**config.mk**
```make
export PLATFORM = sky130hd
export DESIGN_NAME = wb_bus_arbiter
export DESIGN_NICKNAME = d
export VERILOG_FILES = /design/src/rtl/wb_arb_pkg.sv /design/src/rtl/wb_rr_pick.sv /design/src/rtl/wb_bus_arbiter.sv
export SDC_FILE = /design/constraint.sdc
export NUM_CORES = 1
export LEC_CHECK = 0
export CAP_MARGIN = 25
export CORE_ASPECT_RATIO = 0.7
export CORE_UTILIZATION = 28
export DETAILED_ROUTE_END_ITERATION = 8
export GPL_TIMING_DRIVEN = 0
export PLACE_DENSITY = 0.87
export SLEW_MARGIN = 20
export SYNTH_ARGS = -nofsm -noshare
export SYNTH_HDL_FRONTEND = slang
export SYNTH_SLANG_ARGS = --single-unit
```
**constraint.sdc**
```tcl
create_clock -name wb_clk_i -period 2.6 [get_ports wb_clk_i]
set_input_delay 0.52 -clock wb_clk_i [delete_from_list [all_inputs] [get_ports wb_clk_i]]
set_output_delay 0.52 -clock wb_clk_i [all_outputs]
set_load 0.1 [all_outputs]
```
**src/rtl/wb_arb_pkg.sv**
```systemverilog
// Shared definitions for the Wishbone bus arbiter.
// CTI codes, FSM encoding and a one-hot helper.
package wb_arb_pkg;

    localparam logic [2:0] CTI_CLASSIC = 3'b000;
    localparam logic [2:0] CTI_INCR    = 3'b010;
    localparam logic [2:0] CTI_EOB     = 3'b111;

    typedef enum logic {
        ST_IDLE,
        ST_OWN
    } state_t;

    // Index of the set bit in a one-hot vector (0 when empty).
    function automatic logic [1:0] oh_index(input logic [3:0] oh);
        logic [1:0] idx;
        idx = '0;
        for (int i = 0; i < 4; i++) begin
            if (oh[i]) idx = 2'(i);
        end
        return idx;
    endfunction

endpackage

```
**src/rtl/wb_rr_pick.sv**
```systemverilog
// Round-robin picker: first requester at or above ptr,
// wrapping modulo NUM, returned as a one-hot grant.
module wb_rr_pick #(
    parameter int NUM = 2,
    parameter int PW  = 1
) (
    input  logic [NUM-1:0] req,
    input  logic [PW-1:0]  ptr,
    output logic [NUM-1:0] gnt
);

    logic          found;
    logic [PW-1:0] idx;

    // Scan upward from the pointer, take the first requester.
    always_comb begin
        gnt   = '0;
        found = 1'b0;
        idx   = '0;
        for (int i = 0; i < NUM; i++) begin
            idx = PW'((int'(ptr) + i) % NUM);
            if (!found && req[idx]) begin
                gnt[idx] = 1'b1;
                found    = 1'b1;
            end
        end
    end

endmodule

```
**src/rtl/wb_bus_arbiter.sv**
```systemverilog
// Round-robin Wishbone arbiter sharing one slave among
// NUM masters, with a per-transfer ACK watchdog.
module wb_bus_arbiter
    import wb_arb_pkg::*;
#(
    parameter int NUM     = 2,
    parameter int WIDTH   = 16,
    parameter int ADDRESS = 25,
    parameter int TIMEOUT = 64,
    parameter int HIGHZ   = 0
) (
    input  logic                      wb_clk_i,
    input  logic                      wb_rst_ni,
    input  logic [NUM-1:0]            m_cyc_i,
    input  logic [NUM-1:0]            m_stb_i,
    input  logic [NUM-1:0]            m_we_i,
    input  logic [3*NUM-1:0]          m_cti_i,
    input  logic [ADDRESS*NUM-1:0]    m_adr_i,
    input  logic [(WIDTH/8)*NUM-1:0]  m_sel_i,
    input  logic [WIDTH*NUM-1:0]      m_dat_i,
    output logic [NUM-1:0]            m_ack_o,
    output logic [NUM-1:0]            m_err_o,
    output logic [WIDTH-1:0]          m_dat_o,
    output logic                      s_cyc_o,
    output logic                      s_stb_o,
    output logic                      s_we_o,
    output logic [2:0]                s_cti_o,
    output logic [ADDRESS-1:0]        s_adr_o,
    output logic [WIDTH/8-1:0]        s_sel_o,
    output logic [WIDTH-1:0]          s_dat_o,
    input  logic [WIDTH-1:0]          s_dat_i,
    input  logic                      s_ack_i,
    input  logic                      s_err_i,
    output logic [NUM-1:0]            gnt_o
);

    localparam int SELW = WIDTH / 8;
    localparam int PW   = (NUM > 1) ? $clog2(NUM) : 1;
    localparam int CW   = (TIMEOUT > 1) ? $clog2(TIMEOUT) : 1;
    localparam logic [CW-1:0] WD_LAST =
        (TIMEOUT > 0) ? CW'(TIMEOUT - 1) : '0;

    state_t             state, state_n;
    logic [NUM-1:0]     gnt_n, pick;
    logic [PW-1:0]      ptr, ptr_n, owner;
    logic [CW-1:0]      wd;
    logic [3:0]         gnt4;
    logic               own, own_cyc, stb_raw, timeout;
    logic               we_mux;
    logic [2:0]         cti_mux;
    logic [ADDRESS-1:0] adr_mux;
    logic [SELW-1:0]    sel_mux;
    logic [WIDTH-1:0]   dat_mux;

    wb_rr_pick #(.NUM(NUM), .PW(PW)) u_pick (
        .req (m_cyc_i),
        .ptr (ptr),
        .gnt (pick)
    );

    // Owner index derived from the registered one-hot grant.
    always_comb begin
        gnt4           = '0;
        gnt4[NUM-1:0]  = gnt_o;
        owner          = PW'(oh_index(gnt4));
    end

    assign own     = (state == ST_OWN);
    assign own_cyc = own & m_cyc_i[owner];
    assign stb_raw = own_cyc & m_stb_i[owner];
    assign timeout = (TIMEOUT != 0) && stb_raw && !s_ack_i
                     && !s_err_i && (wd == WD_LAST);

    assign s_cyc_o = own_cyc;
    assign s_stb_o = stb_raw & ~timeout;
    assign m_ack_o = gnt_o & {NUM{s_ack_i}};
    assign m_err_o = gnt_o & {NUM{s_err_i | timeout}};
    assign m_dat_o = s_dat_i;

    // Select the owner's request payload.
    always_comb begin
        we_mux  = m_we_i[owner];
        cti_mux = m_cti_i[owner*3 +: 3];
        adr_mux = m_adr_i[owner*ADDRESS +: ADDRESS];
        sel_mux = m_sel_i[owner*SELW +: SELW];
        dat_mux = m_dat_i[owner*WIDTH +: WIDTH];
    end

    if (HIGHZ != 0) begin : g_hiz
        assign s_we_o  = own ? we_mux  : 1'bz;
        assign s_cti_o = own ? cti_mux : 3'bzzz;
        assign s_adr_o = own ? adr_mux : {ADDRESS{1'bz}};
        assign s_sel_o = own ? sel_mux : {SELW{1'bz}};
        assign s_dat_o = own ? dat_mux : {WIDTH{1'bz}};
    end else begin : g_zero
        assign s_we_o  = own & we_mux;
        assign s_cti_o = own ? cti_mux : CTI_CLASSIC;
        assign s_adr_o = own ? adr_mux : '0;
        assign s_sel_o = own ? sel_mux : '0;
        assign s_dat_o = own ? dat_mux : '0;
    end

    // Watchdog: count strobed cycles without termination.
    always_ff @(posedge wb_clk_i or negedge wb_rst_ni) begin
        if (!wb_rst_ni)
            wd <= '0;
        else if (!stb_raw || s_ack_i || s_err_i || timeout)
            wd <= '0;
        else
            wd <= wd + 1'b1;
    end

    // State, grant and priority pointer registers.
    always_ff @(posedge wb_clk_i or negedge wb_rst_ni) begin
        if (!wb_rst_ni) begin
            state <= ST_IDLE;
            gnt_o <= '0;
            ptr   <= '0;
        end else begin
            state <= state_n;
            gnt_o <= gnt_n;
            ptr   <= ptr_n;
        end
    end

    // Grant on any CYC in IDLE; release when owner drops CYC.
    always_comb begin
        state_n = state;
        gnt_n   = gnt_o;
        ptr_n   = ptr;
        case (state)
            ST_IDLE: begin
                if (|m_cyc_i) begin
                    state_n = ST_OWN;
                    gnt_n   = pick;
                end
            end
            ST_OWN: begin
                if (!own_cyc) begin
                    state_n = ST_IDLE;
                    gnt_n   = '0;
                    ptr_n   = (owner == PW'(NUM - 1)) ?
                              '0 : owner + 1'b1;
                end
            end
            default: begin
                state_n = ST_IDLE;
                gnt_n   = '0;
            end
        endcase
    end

endmodule
```
; Word-level counts from Yosys, hierarchy flattened
; Cells that the tools add are included.
[op_classes]
add_sub_neg = 3
mul = 2
order_cmp = 5
eq_ne = 3
shift = 4
muxes = 30
bitwise = 11
reduce_logical = 16
[op_table]
columns = op, count
row1 = $shiftx A50 B7 Y25, 1
row2 = $shiftx A32 B6 Y16, 1
row3 = $mux W25, 1
row4 = $mux W1, 17
row5 = $mux W16, 1
row6 = $mux W2, 5
row7 = $add A6 B1 Y6 const B, 1
row8 = $eq A6 B6 Y1 const B, 1
row9 = $logic_and A1 B1 Y1, 6
row10 = $lt A1 B2 Y1 const B, 3
row11 = $mul A1 B5 Y6 const B, 1
row12 = $mux W6, 1
row13 = $shiftx A6 B4 Y3, 1
row14 = $and A1 B1 Y1, 4
row15 = $and A2 B2 Y2, 2
row16 = $logic_not A1 Y1, 4
row17 = $ne A2 B2 Y1 const B, 2
row18 = $pmux W2 S2, 1
row19 = $reduce_and A2 Y1, 2
row20 = $shiftx A4 B3 Y2, 1
row21 = $logic_or A1 B1 Y1, 3
row22 = $mul A1 B2 Y3 const B, 1
row23 = $mux W3, 1
row24 = $not A1 Y1, 3
row25 = other kinds (7), 10
[word_totals]
regBits = 10
input_bits = 118
out_inout_bits = 71
wordCells = 78

; Depth between registers and ports, before layout
; Gate-level depths: netlist of run 1.
[depth]
ltp_word = 10
depth_mapped = 5
mapped_depth_nobuf = 4

; Hierarchy
; A second synthesis of run 1 with hierarchy kept.
[unflattened]
hier_cells = 183
hier_area_um2 = 1421.4
[by_module_without_submodules]
columns = module, n_inst, cells_per_inst, area_each_um2, seq_area_each_um2
row1 = wb_bus_arbiter, 1, 180, 1402.6, 250.2
row2 = wb_rr_pick, 1, 3, 18.8, 0.0

; Worst setup path before layout of run 1
; No wires, ideal clock.
[synth_path]
path_type = flip-flop to output port
from = reg wd[0]
to = out s_stb_o
arrival_ns = 2.561
t_required_ns = 2.080
slack_ns = -0.481
stages_incl_launch_ff = 6
path_buffers = 1
path_cell_list = dfrtp_1 ha_1 and3_4 and3_1 buf_4 a21boi_1
[synth_via]
elab_chain_len = 4
[synth_rtl]
columns = item, line
row1 = "start, declared", wb_bus_arbiter.sv:46  ; logic [CW-1:0] wd;
row2 = "start signal, assigned", wb_bus_arbiter.sv:110  ; wd <= wd + 1'b1;
row3 = $eq A6 B6 Y1, wb_bus_arbiter.sv:72  ; && !s_err_i && (wd == WD_LAST);
row4 = $logic_and A1 B1 Y1, wb_bus_arbiter.sv:72
row5 = $not A1 Y1, wb_bus_arbiter.sv:75  ; assign s_stb_o = stb_raw & ~timeout;
row6 = $and A1 B1 Y1, wb_bus_arbiter.sv:75
row7 = "end, declared", wb_bus_arbiter.sv:25  ; output logic s_stb_o,
; Every way passes these cells.

; Worst setup path in the final report of run 1
[layout_path]
from = in s_ack_i
to = out m_ack_o[0]
[layout_via]
elab_chain_len = 1
[layout_rtl]
columns = item, line
row1 = "start, declared", wb_bus_arbiter.sv:32  ; input logic s_ack_i,
row2 = $and A2 B2 Y2, wb_bus_arbiter.sv:76  ; assign m_ack_o = gnt_o & {NUM{s_ack_i}};
row3 = "end, declared", wb_bus_arbiter.sv:21  ; output logic [NUM-1:0] m_ack_o,
; Every way passes these cells.

==> results of run 1 <==
[power by group]
group / internal, mW / total (mW) / switching (mW)
Sequential: 0.178 / 0.200 / 0.0220
Combinational: 0.718 / 2.78 / 2.06
Clock: 0.101 / 0.161 / 0.0597
[cell type report]
type | instances | area, µm² | share of cell area [%]
timing repair buffer | 172 | 1740 | 51.3
multi-input combinational | 140 | 1050 | 30.8
sequential | 10 | 250 | 7.36
buffer | 30 | 219 | 6.44
tap | 69 | 86.3 | 2.54
clock buffer | 3 | 41.3 | 1.21
inverter | 3 | 11.3 | 0.331
[registers in the layout (all words and copies together), names as in the netlist]
name,cells
ptr,1
gnt_o,2
own,1
wd,6
[placed cells by master, fill, tap and decap left out, drive strengths merged, types with 3 or more instances in the layout]
| master | instances |
|---|---|
| clkdlybuf4s50 | 118 |
| mux2i | 47 |
| dfrtp | 10 |
| a21oi | 4 |
| clkdlybuf4s15 | 45 |
| buf | 30 |
| nand2 | 4 |
| clkbuf | 11 |
| nor2 | 50 |
| inv | 3 |
| o21ai | 5 |
| nor3 | 3 |
[synth_stat cells (2+ instances only)]
cell type	count
a32o_1	2
buf_4	23
mux2i_1	47
xnor2_1	2
buf_2	2
buf_6	2
dfrtp_1	10
o21ai_0	4
and2_1	2
nor3_1	3
clkbuf_1	3
nor2_1	50
inv_1	3
nand3_1	2
a21oi_1	4
nand2b_1	2
nand2_1	4
[critical path, stage by stage]
cell             delay [ns]
clkdlybuf4s50_1        0.53
and2_1                 0.15
clkdlybuf4s15_1        0.83
[metrics by stage]
stage / cell area, µm² / TNS, ns / hold WS, ns
global route: 3400 / 0 / 0.524
floorplan: 1530 / -0.383 / 0.224
detailed placement: 3330 / -13.22 / 0.489
global placement: 3330 / -12.73 / 0.485
CTS: 3420 / 0 / 0.495
finish: 3400 / 0 / 0.487
[layer usage]
layer | track usage, % | wire length, µm | vias to the layer above
met4 | 6.09 | 107 | 0
met5 | 0 | 0 | -
li1 | - | - | 960
met3 | 5.42 | 442 | 10
met2 | 36.0 | 3150 | 75
met1 | 23.3 | 2390 | 852
[cell families (layout without fill, tap and decap cells)]
logic type / count (synthesis) / in the layout
fa+ha+maj: 1 / 1
mux: 47 / 47
buf+inv: 33 / 208
xor+xnor: 3 / 3
compound gates: 17 / 17
simple gates: 72 / 72
flops: 10 / 10
[path summary, 6_finish.rpt]
| kind | from | endpoint | slack [ns] | cells after the start |
|---|---|---|---|---|
| max | s_ack_i | m_ack_o[0] | 0.04 | 3 |
| min | wd[0] | wd[0] | 0.49 | 1 |
| max reg2reg | wd[0] | wd[3] | 1.19 | 5 |
| min reg2reg | wd[0] | wd[0] | 0.49 | 1 |
| max in group asynchronous | wb_rst_ni | wd[1] | 1.71 | 1 |
| min in group asynchronous | wb_rst_ni | wd[5] | 0.59 | 1 |
[repair_timing]
item	4_1_cts	5_1_grt
endpoints found under the hold margin	0	0
resized for setup	157	13
cloned	0	0
endpoints found under the setup margin	53	17
==> key figures, run 1 <==
Outcome
  – Status: finished clean

Detailed routing
  – Vias/cell: 4.44
  – DR DRC count: 0
  – ANT nets after route: 0
  – DR iter-0 viols: 37
  – 1st-pass router iterations: 4
  – Routed WL: about 6000 µm
  – Vias: approximately 1900
  – Wire per inst: 14.3 µm

Placement
  – Worst slack, placed: -0.760 ns
  – Placed insts: 424
  – IO buf count: approximately 170
  – Routability congestion estimate: 0.784
  – HPWL after detailed placement: approximately 5200 µm

Clock tree
  – CTS tree: done
  – Cts hold-fix bufs: 0
  – Post-CTS setup repair buffer count: 0
  – Clk buf depth: 2
  – CTS sink cnt: 10
  – Clock Latency Late Sink: between 0.2 and 0.25 ns
  – CTS Root Cell: clkbuf_8
  – Num CTS Buffers: 3
  – CTS H-tree lvls: 1
  – CTS clock-pin slew for the worst setup and hold paths: 0.05 ns

Synth
  – Count of state elements after synthesis: 10
  – Syn nets: 302
  – Netlist cell types: 35
  – Warnings from Yosys: 0
  – Area leader, netlist: mux2i_1
  – Xor/xnor share of the synthesized area: under 10%
  – Post-Syn Instances: around 180
  – Mean Syn Cell Area: 7.89 µm²
  – Area contributors post-synth: mux2i_1, dfrtp_1, nor2_1
  – Register area share after synthesis: 17.3%
  – Post-synthesis compound-gate area fraction: under 10%
  – Mux cell area share after synthesis: between 30% and 40%
  – Post-synthesis async set-or-reset flop share: between 90% and 100%
  – Post-Syn Area: 0.00144 mm²
  – Adder-cell share of the synthesized area: less than 1%
  – Post-synth EDFFs: 0
  – Largest family of logic cells by synthesized area: multiplexers
  – Synth Flop Type: dfrtp_1
  – Synth top area share: 32.6%
  – Post-synthesis simple-gate area fraction: a little under a quarter

GRT
  – Initial antenna violation count: 0
  – Largest net degree at the start of global routing: 11
  – Vias in the first global route: roughly 1700
  – Residual overflow from global routing: 0
  – Global-route wire length before repair: just over 8000 µm
  – GRT Util Overall: around a fifth

Floorplanning
  – Row cnt: 21
  – CORE AREA: 0.00486 mm²
  – Die Area: 0.00545 mm²
  – Effective utilization at floorplan: 29.7%
  – Chip height: slightly above 60 µm
  – Io pins: approximately 190
  – Die Wd: 87.8 µm

Setup path
  – Required @ worst endpoint: 2.08 ns
  – CP Capture Type: output pin
  – Crit Path Max Fanout: 5
  – Crit Path Category: in2out
  – Setup crit start kind: input port
  – CP arrival: approximately 2.0 ns

Hold path
  – Worst hold path class: reg2reg

Timing
  – Final setup fails: 0
  – Relative max-transition margin: 34.8%
  – RSZ-0062 raised after global routing: false
  – Hold Vio Cnt, Final: 0
  – Worst Tran Pin Value: approximately 1 ns
  – Tcrit/Tclk final: 98.3%
  – Final Skew: 0.00113 ns
  – Pins Over Slew Limit: 0
  – Fmax: slightly below 400 MHz
  – Min cycle time layout: approximately 2.6 ns
  – Final worst slack: roughly 0.044 ns

Finish
  – Fraction of layout cells with a size suffix above 1: roughly a third
  – Area Growth Syn to Fin: 136%
  – Filler Cells Inserted: around 420
  – # diodes: 0
  – Nets: between 400 and 500
  – Non-Filler Instances: 427
  – Final Util: roughly 70%

Power and ir drop
  – Max VDD drop: roughly 500 µV
  – Leak: around 1.5 nW
  – Power Total: between 3 and 4 mW
  – PD cells: 923 mW/mm²

Flow run
  – Maxcap violations: 0
Power figures use the tool's default switching activity.
==> run 2: changes to the inputs <==
Settings changed: CAP_MARGIN 25 to not set.
==> results of run 2 <==
Same layout as run 1: the final DEF is identical, and so are final timing and power.
==> run 3: changes to the inputs <==
Settings changed: CORE_UTILIZATION 28 to 26, PLACE_DENSITY 0.87 to 0.81.
Clock period 2.6 ns to 2.5 ns, I/O delays scaled along.
==> run 3 against run 2 <==
Clock-buffer cell count grew 1. Cell area grew 0.99%. Global-route usage shrank 0.37 points. Combinational power grew 4%. Worst setup slack gained 0.038 ns. Sequential share of layout area shrank 0.072 points. First-iteration DRC count grew 81%. Hold slack gained 0.013 ns. Power grew 5.4%. Critical endpoint is now s_adr_o[12]. Highest routed layer unchanged.
==> key figures, run 3 (synthesis gave the netlist of run 1 again) <==
Power and ir drop
  – Leak: ~1.5 nW
  – PD cells: 964 mW/mm²
  – Max VDD drop: approximately 430 µV

Setup path
  – Path depth of the worst reg2reg path: 5
  – Crit Path Max Fanout: 10
  – Setup crit start kind: flop
  – Worst r2r dst: wd[2]
  – Crit Path Category: reg2out
  – Reg2Reg Launch Point: wd[0]
  – CP arrival: roughly 1.9 ns
  – CP Capture Type: output pin
  – Reg-to-reg slack, setup: roughly 1.1 ns
  – Required @ worst endpoint: about 2.0 ns

Floorplanning
  – Chip height: 64.4 µm
  – Effective utilization at floorplan: a little over a quarter
  – CORE AREA: between 0.005 and 0.006 mm²
  – Io pins: between 150 and 200
  – Die Wd: 91.1 µm
  – Row cnt: 22
  – Die Area: about 0.0059 mm²

Timing
  – WHS: 0.501 ns
  – Hold Vio Cnt, Final: 0
  – Min cycle time layout: roughly 2.4 ns
  – Final Skew: 0.000951 ns
  – Relative max-transition margin: 33.6%
  – Worst Tran Pin Value: 0.992 ns
  – Final TNS setup: 0 ns
  – Tcrit/Tclk final: between 90 and 100%
  – Final setup fails: 0
  – Final worst slack: roughly 0.08 ns
  – Fmax: 414 MHz
  – Pins Over Slew Limit: 0
  – RSZ-0062 raised after global routing: false

Clock tree
  – CTS tree: done
  – CTS clock-pin slew for the worst setup and hold paths: ~0.05 ns
  – CTS H-tree lvls: 1
  – Clock Latency Late Sink: 0.23 ns
  – Num CTS Buffers: 3
  – CTS sink cnt: 10
  – CTS Root Cell: clkbuf_8
  – Clk buf depth: 2
  – Cts hold-fix bufs: 0

GRT
  – Global-route wire length before repair: 9090 µm
  – Largest net degree at the start of global routing: 11
  – GRT Util Overall: between 15 and 20%
  – Residual overflow from global routing: 0
  – Initial antenna violation count: 0
  – Vias in the first global route: roughly 1900

Placement
  – Placed insts: between 400 and 500
  – IO buf count: approximately 170
  – HPWL after detailed placement: about 5200 µm
  – Worst slack, placed: -0.825 ns
  – Routability congestion estimate: slightly above 0.8

Finish
  – Register bank with the most flops: wd
  – Non-Filler Instances: roughly 430
  – Commonest non-fill, non-tap cells in the layout: clkdlybuf4s50_1, mux2i_1, clkdlybuf4s15_2
  – Final Util: ~65%
  – Largest regs: wd (6), gnt_o (2)
  – # diodes: 0
  – Number of flip-flops in the largest register: 6
  – Commonest non-fill, non-tap cell in the layout: clkdlybuf4s50_1
  – Area Growth Syn to Fin: 138%
  – Nets: around 480
  – Fraction of layout cells with a size suffix above 1: approximately 35%

Detailed routing
  – DR DRC count: 0
  – DR iter-0 viols: 67
  – 1st-pass router iterations: 4
  – Wire per inst: approximately 14 µm
  – ANT nets after route: 0
  – Routed WL: around 6000 µm
  – Vias: around 1900
  – Vias/cell: 4.42

Hold path
  – Hold depth: 1
  – Worst Hold End: wd[0]
  – Worst hold path class: reg2reg
  – Hold Startpoint: wd[0]

Flow run
  – Maxcap violations: 0

Outcome
  – Status: finished clean
[run 3: changes by cell type in the layout (fill, tap and decap cells not counted), sizes merged]
| cell | delta |
|---|---|
| buf | +2 |
| clkbuf | -3 |
| clkdlybuf4s15 | +2 |
| clkdlybuf4s50 | -1 |
| dlygate4sd2 | +1 |
[run 3: where the power goes]
group          switching [mW]  total, mW  internal [mW]
Combinational            2.15       2.90          0.754
Clock                  0.0600      0.198          0.138
Sequential             0.0239      0.208          0.185
Total                    2.23       3.31           1.08
[run 3: critical path, cell delays in order, from the launching register on]
cell and delay, ns:
dfrtp_1 0.42, buf_6 0.17, buf_4 0.22, mux2i_1 0.36, nor2_2 0.05, clkdlybuf4s15_2 0.47
[run 3: layer usage]
layer	routed length [µm]	part of all wire, %	vias to the layer above	GRT usage, %
met5	0	0	-	0
met4	44	0.73	0	3.17
met3	367	6.1	6	3.69
met2	3130	52	75	36.6
met1	2460	41	857	23.3
li1	-	-	965	-
[run 3: layout make-up]
type / instances / area, µm²
inverter: 3 / 11.3
timing repair buffer: 172 / 1760
multi-input combinational: 140 / 1050
sequential: 10 / 250
tap: 72 / 90.1
fill: 439 / 1850
buffer: 30 / 220
clock buffer: 4 / 55.1
[run 3: metrics by stage]
stage               power [mW]  area, µm²
floorplan                 2.49       1530
CTS                       3.33       3450
global placement          3.17       3340
global route              3.42       3430
detailed placement        3.19       3340
finish                    3.31       3430
[run 3: timing repair]
item,4_1_cts,5_1_grt
setup buffers,0,0
endpoints found under the setup margin,53,24
resized for setup,169,10
[run 3: how the worst max path moves through the flow]
stage / from / endpoint / depth (start not counted)
floorplan: own / s_dat_o[10] / 5
global placement: m_cyc_i[1] / s_stb_o / 5
detailed placement: m_cyc_i[1] / s_stb_o / 5
CTS: own / s_dat_o[15] / 5
global route: gnt_o[1] / s_adr_o[12] / 5
finish: gnt_o[1] / s_adr_o[12] / 5
